$ cat config.mk
export PLATFORM = sky130hd
export DESIGN_NAME = ballot_session_ctrl
export DESIGN_NICKNAME = d
export VERILOG_FILES = /design/src/rtl/ballot_session_ctrl.sv
export SDC_FILE = /design/constraint.sdc
export NUM_CORES = 1
export LEC_CHECK = 0
export CAP_MARGIN = 20
export CORE_MARGIN = 5
export CORE_UTILIZATION = 45
export DETAILED_ROUTE_END_ITERATION = 16
export PLACE_DENSITY = 0.76
export SLEW_MARGIN = 20
export SYNTH_ARGS = -nofsm -noshare
export SYNTH_HDL_FRONTEND = slang
export SYNTH_SLANG_ARGS = --single-unit
$ cat constraint.sdc
create_clock -name clk -period 3.6 [get_ports clk]
set_input_delay 0.72 -clock clk [delete_from_list [all_inputs] [get_ports clk]]
set_output_delay 0.72 -clock clk [all_outputs]
set_load 0.005 [all_outputs]
$ cat src/rtl/ballot_session_ctrl.sv
// ballot_session_ctrl
// Per-voter session controller ahead of the vote logger/counter. Sequences the
// poll phases and grants exactly one debounced, qualified vote per officer
// authorisation, presented as a single-cycle strobe with the chosen candidate.
//
// Ports
//   clk          system clock, rising edge
//   reset        asynchronous active-low reset
//   open_poll    1 = poll open
//   voter_auth   officer authorisation, sampled every cycle
//   mode         0 = voting, 1 = results display
//   candidate    one-hot candidate selection
//   button       cast button level
//   vote_valid   one-cycle strobe to the vote logger
//   vote_sel     encoded candidate index of the latched selection
//   vote_onehot  latched one-hot candidate
//   busy         session in progress (ARMED, HOLD, ACK)
//   ack_led      acknowledge indicator after a logged vote
//   error        invalid candidate pattern seen at a press (sticky per session)
//   timeout      one-cycle pulse when a session expires
//   total_votes  votes granted since reset, saturating
//   state        current FSM state code
//
// state   | meaning
// --------+------------------------------------------------------------
// CLOSED  | poll closed, nothing accepted
// IDLE    | poll open, waiting for an officer authorisation
// ARMED   | voter authorised, waiting for a valid press
// HOLD    | press seen, waiting for it to stay stable long enough
// ACK     | vote logged; ack_led period, then wait for button release
// RESULTS | results display, no votes accepted
module ballot_session_ctrl #(
    parameter int HOLD_CYCLES    = 4,
    parameter int ACK_CYCLES     = 8,
    parameter int TIMEOUT_CYCLES = 1024,
    parameter int TOTAL_W        = 10
) (
    input  logic               clk,
    input  logic               reset,
    input  logic               open_poll,
    input  logic               voter_auth,
    input  logic               mode,
    input  logic [3:0]         candidate,
    input  logic               button,
    output logic               vote_valid,
    output logic [1:0]         vote_sel,
    output logic [3:0]         vote_onehot,
    output logic               busy,
    output logic               ack_led,
    output logic               error,
    output logic               timeout,
    output logic [TOTAL_W-1:0] total_votes,
    output logic [2:0]         state
);

    typedef enum logic [2:0] {
        S_CLOSED  = 3'd0,
        S_IDLE    = 3'd1,
        S_ARMED   = 3'd2,
        S_HOLD    = 3'd3,
        S_ACK     = 3'd4,
        S_RESULTS = 3'd5
    } state_t;

    // All timers count down and fire on reaching zero.
    localparam int TMR_W  = $clog2(TIMEOUT_CYCLES);
    localparam int ACK_W  = (ACK_CYCLES > 1) ? $clog2(ACK_CYCLES) : 1;
    localparam int HOLD_W = (HOLD_CYCLES > 2) ? $clog2(HOLD_CYCLES - 1) : 1;

    localparam logic [TMR_W-1:0]  TMR_LOAD = TMR_W'(TIMEOUT_CYCLES - 1);
    localparam logic [ACK_W-1:0]  ACK_LOAD = ACK_W'(ACK_CYCLES - 1);
    // The press cycle that enters HOLD already counts as the first stable
    // cycle; HOLD_CYCLES=1 still needs one more stable cycle to qualify.
    localparam logic [HOLD_W-1:0] HOLD_LOAD =
        HOLD_W'((HOLD_CYCLES > 1) ? (HOLD_CYCLES - 2) : 0);

    state_t             state_q, state_d;
    logic [TMR_W-1:0]   tmr_q, tmr_d;
    logic [ACK_W-1:0]   ack_q, ack_d;
    logic [HOLD_W-1:0]  hold_q, hold_d;
    logic [3:0]         onehot_d;
    logic [1:0]         sel_d;
    logic               err_d;
    logic               valid_d;
    logic               led_d;
    logic               timeout_d;
    logic               busy_d;
    logic [TOTAL_W-1:0] total_d;
    logic               cand_one_hot;

    assign cand_one_hot = (candidate != 4'd0) &&
                          ((candidate & 4'(candidate - 4'd1)) == 4'd0);

    always_comb begin
        state_d   = state_q;
        tmr_d     = tmr_q;
        ack_d     = ack_q;
        hold_d    = hold_q;
        onehot_d  = vote_onehot;
        sel_d     = vote_sel;
        err_d     = error;
        total_d   = total_votes;
        valid_d   = 1'b0;
        led_d     = 1'b0;
        timeout_d = 1'b0;

        case (state_q)
            S_CLOSED: begin
                if (mode)           state_d = S_RESULTS;
                else if (open_poll) state_d = S_IDLE;
            end
            S_IDLE: begin
                if (mode)            state_d = S_RESULTS;
                else if (!open_poll) state_d = S_CLOSED;
                else if (voter_auth) begin
                    state_d  = S_ARMED;
                    tmr_d    = TMR_LOAD;
                    hold_d   = '0;
                    err_d    = 1'b0;
                    onehot_d = 4'd0;
                    sel_d    = 2'd0;
                end
            end
            S_ARMED: begin
                if (!open_poll) state_d = S_CLOSED;
                else if (tmr_q == '0) begin
                    state_d   = S_IDLE;
                    timeout_d = 1'b1;
                end else begin
                    tmr_d = tmr_q - 1'b1;
                    if (button) begin
                        if (cand_one_hot) begin
                            state_d  = S_HOLD;
                            onehot_d = candidate;
                            sel_d    = {candidate[3] | candidate[2],
                                        candidate[3] | candidate[1]};
                            hold_d   = HOLD_LOAD;
                        end else begin
                            err_d = 1'b1;
                        end
                    end
                end
            end
            S_HOLD: begin
                if (!open_poll) state_d = S_CLOSED;
                else if (tmr_q == '0) begin
                    state_d   = S_IDLE;
                    timeout_d = 1'b1;
                end else begin
                    // Session timer keeps running across a bounce back to ARMED.
                    tmr_d = tmr_q - 1'b1;
                    if (!button || (candidate != vote_onehot)) begin
                        state_d = S_ARMED;
                        hold_d  = '0;
                    end else if (hold_q == '0) begin
                        state_d = S_ACK;
                        valid_d = 1'b1;
                        led_d   = 1'b1;
                        ack_d   = ACK_LOAD;
                        if (!(&total_votes)) total_d = total_votes + 1'b1;
                    end else begin
                        hold_d = hold_q - 1'b1;
                    end
                end
            end
            S_ACK: begin
                // Poll closing here does not cancel the vote; exit is normal.
                if (ack_q != '0) begin
                    ack_d = ack_q - 1'b1;
                    led_d = 1'b1;
                end else if (!button) begin
                    state_d = S_IDLE;
                end
            end
            S_RESULTS: begin
                if (!mode) state_d = S_CLOSED;
            end
            default: state_d = S_CLOSED;
        endcase

        busy_d = (state_d == S_ARMED) || (state_d == S_HOLD) ||
                 (state_d == S_ACK);
    end

    always_ff @(posedge clk or negedge reset) begin
        if (!reset) begin
            state_q     <= S_CLOSED;
            tmr_q       <= '0;
            ack_q       <= '0;
            hold_q      <= '0;
            vote_valid  <= 1'b0;
            vote_sel    <= 2'd0;
            vote_onehot <= 4'd0;
            busy        <= 1'b0;
            ack_led     <= 1'b0;
            error       <= 1'b0;
            timeout     <= 1'b0;
            total_votes <= '0;
        end else begin
            state_q     <= state_d;
            tmr_q       <= tmr_d;
            ack_q       <= ack_d;
            hold_q      <= hold_d;
            vote_valid  <= valid_d;
            vote_sel    <= sel_d;
            vote_onehot <= onehot_d;
            busy        <= busy_d;
            ack_led     <= led_d;
            error       <= err_d;
            timeout     <= timeout_d;
            total_votes <= total_d;
        end
    end

    assign state = state_q;

endmodule
==> results by group <==
Synth
  • Ys flop type: dfrtp_1
  • Mux contribution to synthesized area: 2.59%
  • Post-synthesis sequential area ratio: 43.9%
  • Total nets after synthesis: 247
  • Cell area after synthesis: 2220 um^2
  • Adder-cell share of the synthesized area: under 10%
  • Syn Inst Count: between 200 and 250
  • Synth Register Bits: 39
  • Synth Area in Compound Gates: between 10% and 20%
  • Post-synthesis simple-gate area fraction: 23.5%
  • EDFF count, synth: 0
  • FFs w/ async S/R, synth: 100%
  • Syn Area/Cell: ~9.6 um^2
  • Synth warn: 0
  • Post-synthesis xor/xnor area fraction: 7.48%
  • Cell variety after synth: 53
  • Largest family of logic cells by synthesized area: simple AND/OR/NAND/NOR gates

Critical path
  • Data required, critical path: 3780 ps
  • Endpoint class of the critical path: flop
  • Setup crit end: total_votes[1]$_DFFE_PN0P_
  • Crit path launch: candidate[1]
  • Reg-to-Reg Start: tmr_q[0]$_DFFE_PN0P_
  • Crit start category: input port
  • Setup CP Type: in -> reg
  • Largest fanout on the critical path: 15
  • R2R depth: 8
  • Crit Reg-Reg Endpoint: total_votes[1]$_DFFE_PN0P_
  • Reg2Reg Setup Slack: 1210 ps
  • Critical Path AT: roughly 2700 ps

Cells and area
  • Ant diodes: 0
  • Final Instance Area: 2710 um^2
  • Most frequent cells in the layout: 39 x dfrtp_1, 32 x clkdlybuf4s50_1, 21 x nand2_1, 16 x xnor2_1, 16 x nor2_1
  • Area growth syn-to-layout: 21.9%
  • # nets final: 280
  • Leading cell type in the layout, fill and taps excluded: dfrtp_1
  • Share of layout cells above drive strength 1: 10.5%

Clock network
  • Clock root cell: clkbuf_8
  • Clk buf depth: 2
  • Resized cells post-CTS: 0
  • Reg clk slew, reported paths: 80 ps
  • H-tree depth: 2
  • Clk Latency, worst-skew pair: 290 ps
  • CTS tree: done
  • # hold bufs at CTS: 0
  • CTS Buf Count: 5
  • Post-CTS Setup Bufs: 0
  • Clk sinks: 39

Floorplanning
  • Chip height: 80.3 um
  • Effective utilization at floorplan: 46.8%
  • # IOs: 34
  • DIE AREA: 6450 um^2
  • Core Rows: 25
  • Chip width: 80.3 um
  • Core Region: roughly 4800 um^2

Placement
  • RePlAce Congestion: 0.863
  • Cell Area, Placed: 2610 um^2
  • DP Worst Slack: roughly 730 ps
  • Post-DP HPWL: 3410 um
  • Input/output buffers: 33

Route
  • Initial drt markers: ~140
  • Via density: between 5 and 6
  • Vias: 1,792
  • Drc violations: 0
  • Drt wl/cell: 14.1 um
  • DRT antenna net count: 0
  • Routed WL: between 4000 and 5000 um
  • Pre-Repair DR Iteration Count: 4

Power and ir drop
  • Max VDD drop: between 0.0003 and 0.0004 V
  • Sequential power share: 48.8%
  • Leak Pwr: between 1 and 1.5 nW
  • Clock Power Share: 22.5%
  • Net Sw Power: approximately 0.00045 W
  • Power Total: roughly 0.0014 W
  • Pwr dens: approximately 500 nW/um^2
  • Net Sw Frac: 33.6%
  • Internal power: between 0.0008 and 0.0009 W
  • Gate power share: between 20 and 30%

Run status
  • Status: finished clean

Global route
  • Total GRT Usage: approximately 16%
  • Number of global-route vias before repair: 1,715
  • Pin count of the biggest net entering global routing: 40
  • First-pass GRT wire length: 8230 um
  • Initial antenna violation count: 0
  • Total grt overflow: 0

STA
  • Fin crit period: 2550 ps
  • Final setup margin: 1050 ps
  • Max Freq: 0.392 GHz
  • Setup TNS Final: 0 ps
  • Final setup fails: 0
  • Fin. max-slew vios: 0
  • Slew margin rel.: 44.3%
  • Final worst-path cycle share: 70.9%
  • Clock skew: 11.8 ps
  • Slew @ Worst Pin: 835 ps
  • Final hold vios: 0
  • RSZ-0062 raised after global routing: false

Hold path
  • Worst hold path type: reg -> reg
  • Hold path depth: 1

Job
  • Max Cap Violations: 0
==> layer usage <==
layer / wire [um] / track usage, % / up-vias
met5: 0 / 0 / -
met4: 65 / 4.90 / 0
met3: 258 / 4.93 / 7
met2: 2090 / 23.6 / 48
met1: 2280 / 22.9 / 846
li1: - / - / 891
==> final cells by class <==
| type | count | area (um^2) |
|---|---|---|
| Sequential cell | 39 | 976 |
| Timing Repair Buffer | 38 | 363 |
| Tap cell | 67 | 83.8 |
| Clock inverter | 2 | 16.3 |
| Inverter | 11 | 41.3 |
| Clock buffer | 6 | 82.6 |
| Fill cell | 428 | 2040 |
| Multi-Input combinational cell | 170 | 1150 |
==> critical path, stage by stage <==
cell	delay (ps)
clkdlybuf4s50_1	650
xnor2_1	160
nand4_1	260
nor4_2	320
buf_4	240
nand2_1	100
mux2_2	280
==> stage by stage <==
stage               cells  utilization (%)  hold WS (ps)
global route          333             57.0           505
global placement      325             54.9           453
finish                333             57.0           470
CTS                   333             57.0           465
floorplan             232                -           424
detailed placement    325             54.9           454
==> kinds of logic (layout without fill, tap and decap cells) <==
family | count (synthesis) | count (layout)
and+or+nand+nor | 93 | 93
AOI/OAI and AO/OA | 48 | 48
DFF | 39 | 39
buffers and inverters | 23 | 57
xor gates and xnor gates | 19 | 19
adders and majority gates | 5 | 5
muxes | 5 | 5
==> synthesized netlist by cell type (5+ instances only) <==
cell type / count / area, um^2
inv_1: 11 / 41.3
nor2_1: 16 / 60.1
buf_2: 7 / 35.0
nand2_1: 21 / 78.8
dfrtp_1: 39 / 976
xnor2_1: 16 / 140
ha_1: 5 / 62.6
nor3_1: 9 / 45.0
nand3_1: 11 / 55.1
a21oi_1: 14 / 70.1
nand4_1: 5 / 31.3
o21ai_0: 11 / 55.1
==> sequential cells by signal (all words and copies together), names as in the netlist <==
signal	cells
vote_sel	2
timeout	1
error	1
hold_q	2
busy	1
ack_q	3
total_votes	10
state	3
tmr_q	10
vote_valid	1
vote_onehot	4
ack_led	1
==> power by group through the flow <==
stage	Clock, W	Combinational (W)	Sequential [W]
2_1_floorplan	0	0.000278	0.000625
3_3_place_gp	0	0.000379	0.000666
3_5_place_dp	0	0.000391	0.000665
4_1_cts	0.000316	0.000393	0.000661
5_1_grt	0.000339	0.000440	0.000682
6_report	0.000305	0.000389	0.000661
==> how the worst min path moves through the flow <==
stage                               from              endpoint  slack, ps
CTS                 tmr_q[7]$_DFFE_PN0P_  tmr_q[7]$_DFFE_PN0P_        470
floorplan                          reset     ack_led$_DFF_PN0_        420
global placement    tmr_q[7]$_DFFE_PN0P_  tmr_q[7]$_DFFE_PN0P_        450
global route        tmr_q[7]$_DFFE_PN0P_  tmr_q[7]$_DFFE_PN0P_        510
detailed placement  tmr_q[7]$_DFFE_PN0P_  tmr_q[7]$_DFFE_PN0P_        450
finish              tmr_q[7]$_DFFE_PN0P_  tmr_q[7]$_DFFE_PN0P_        470
No activity file was read; power rests on OpenSTA's default activity.
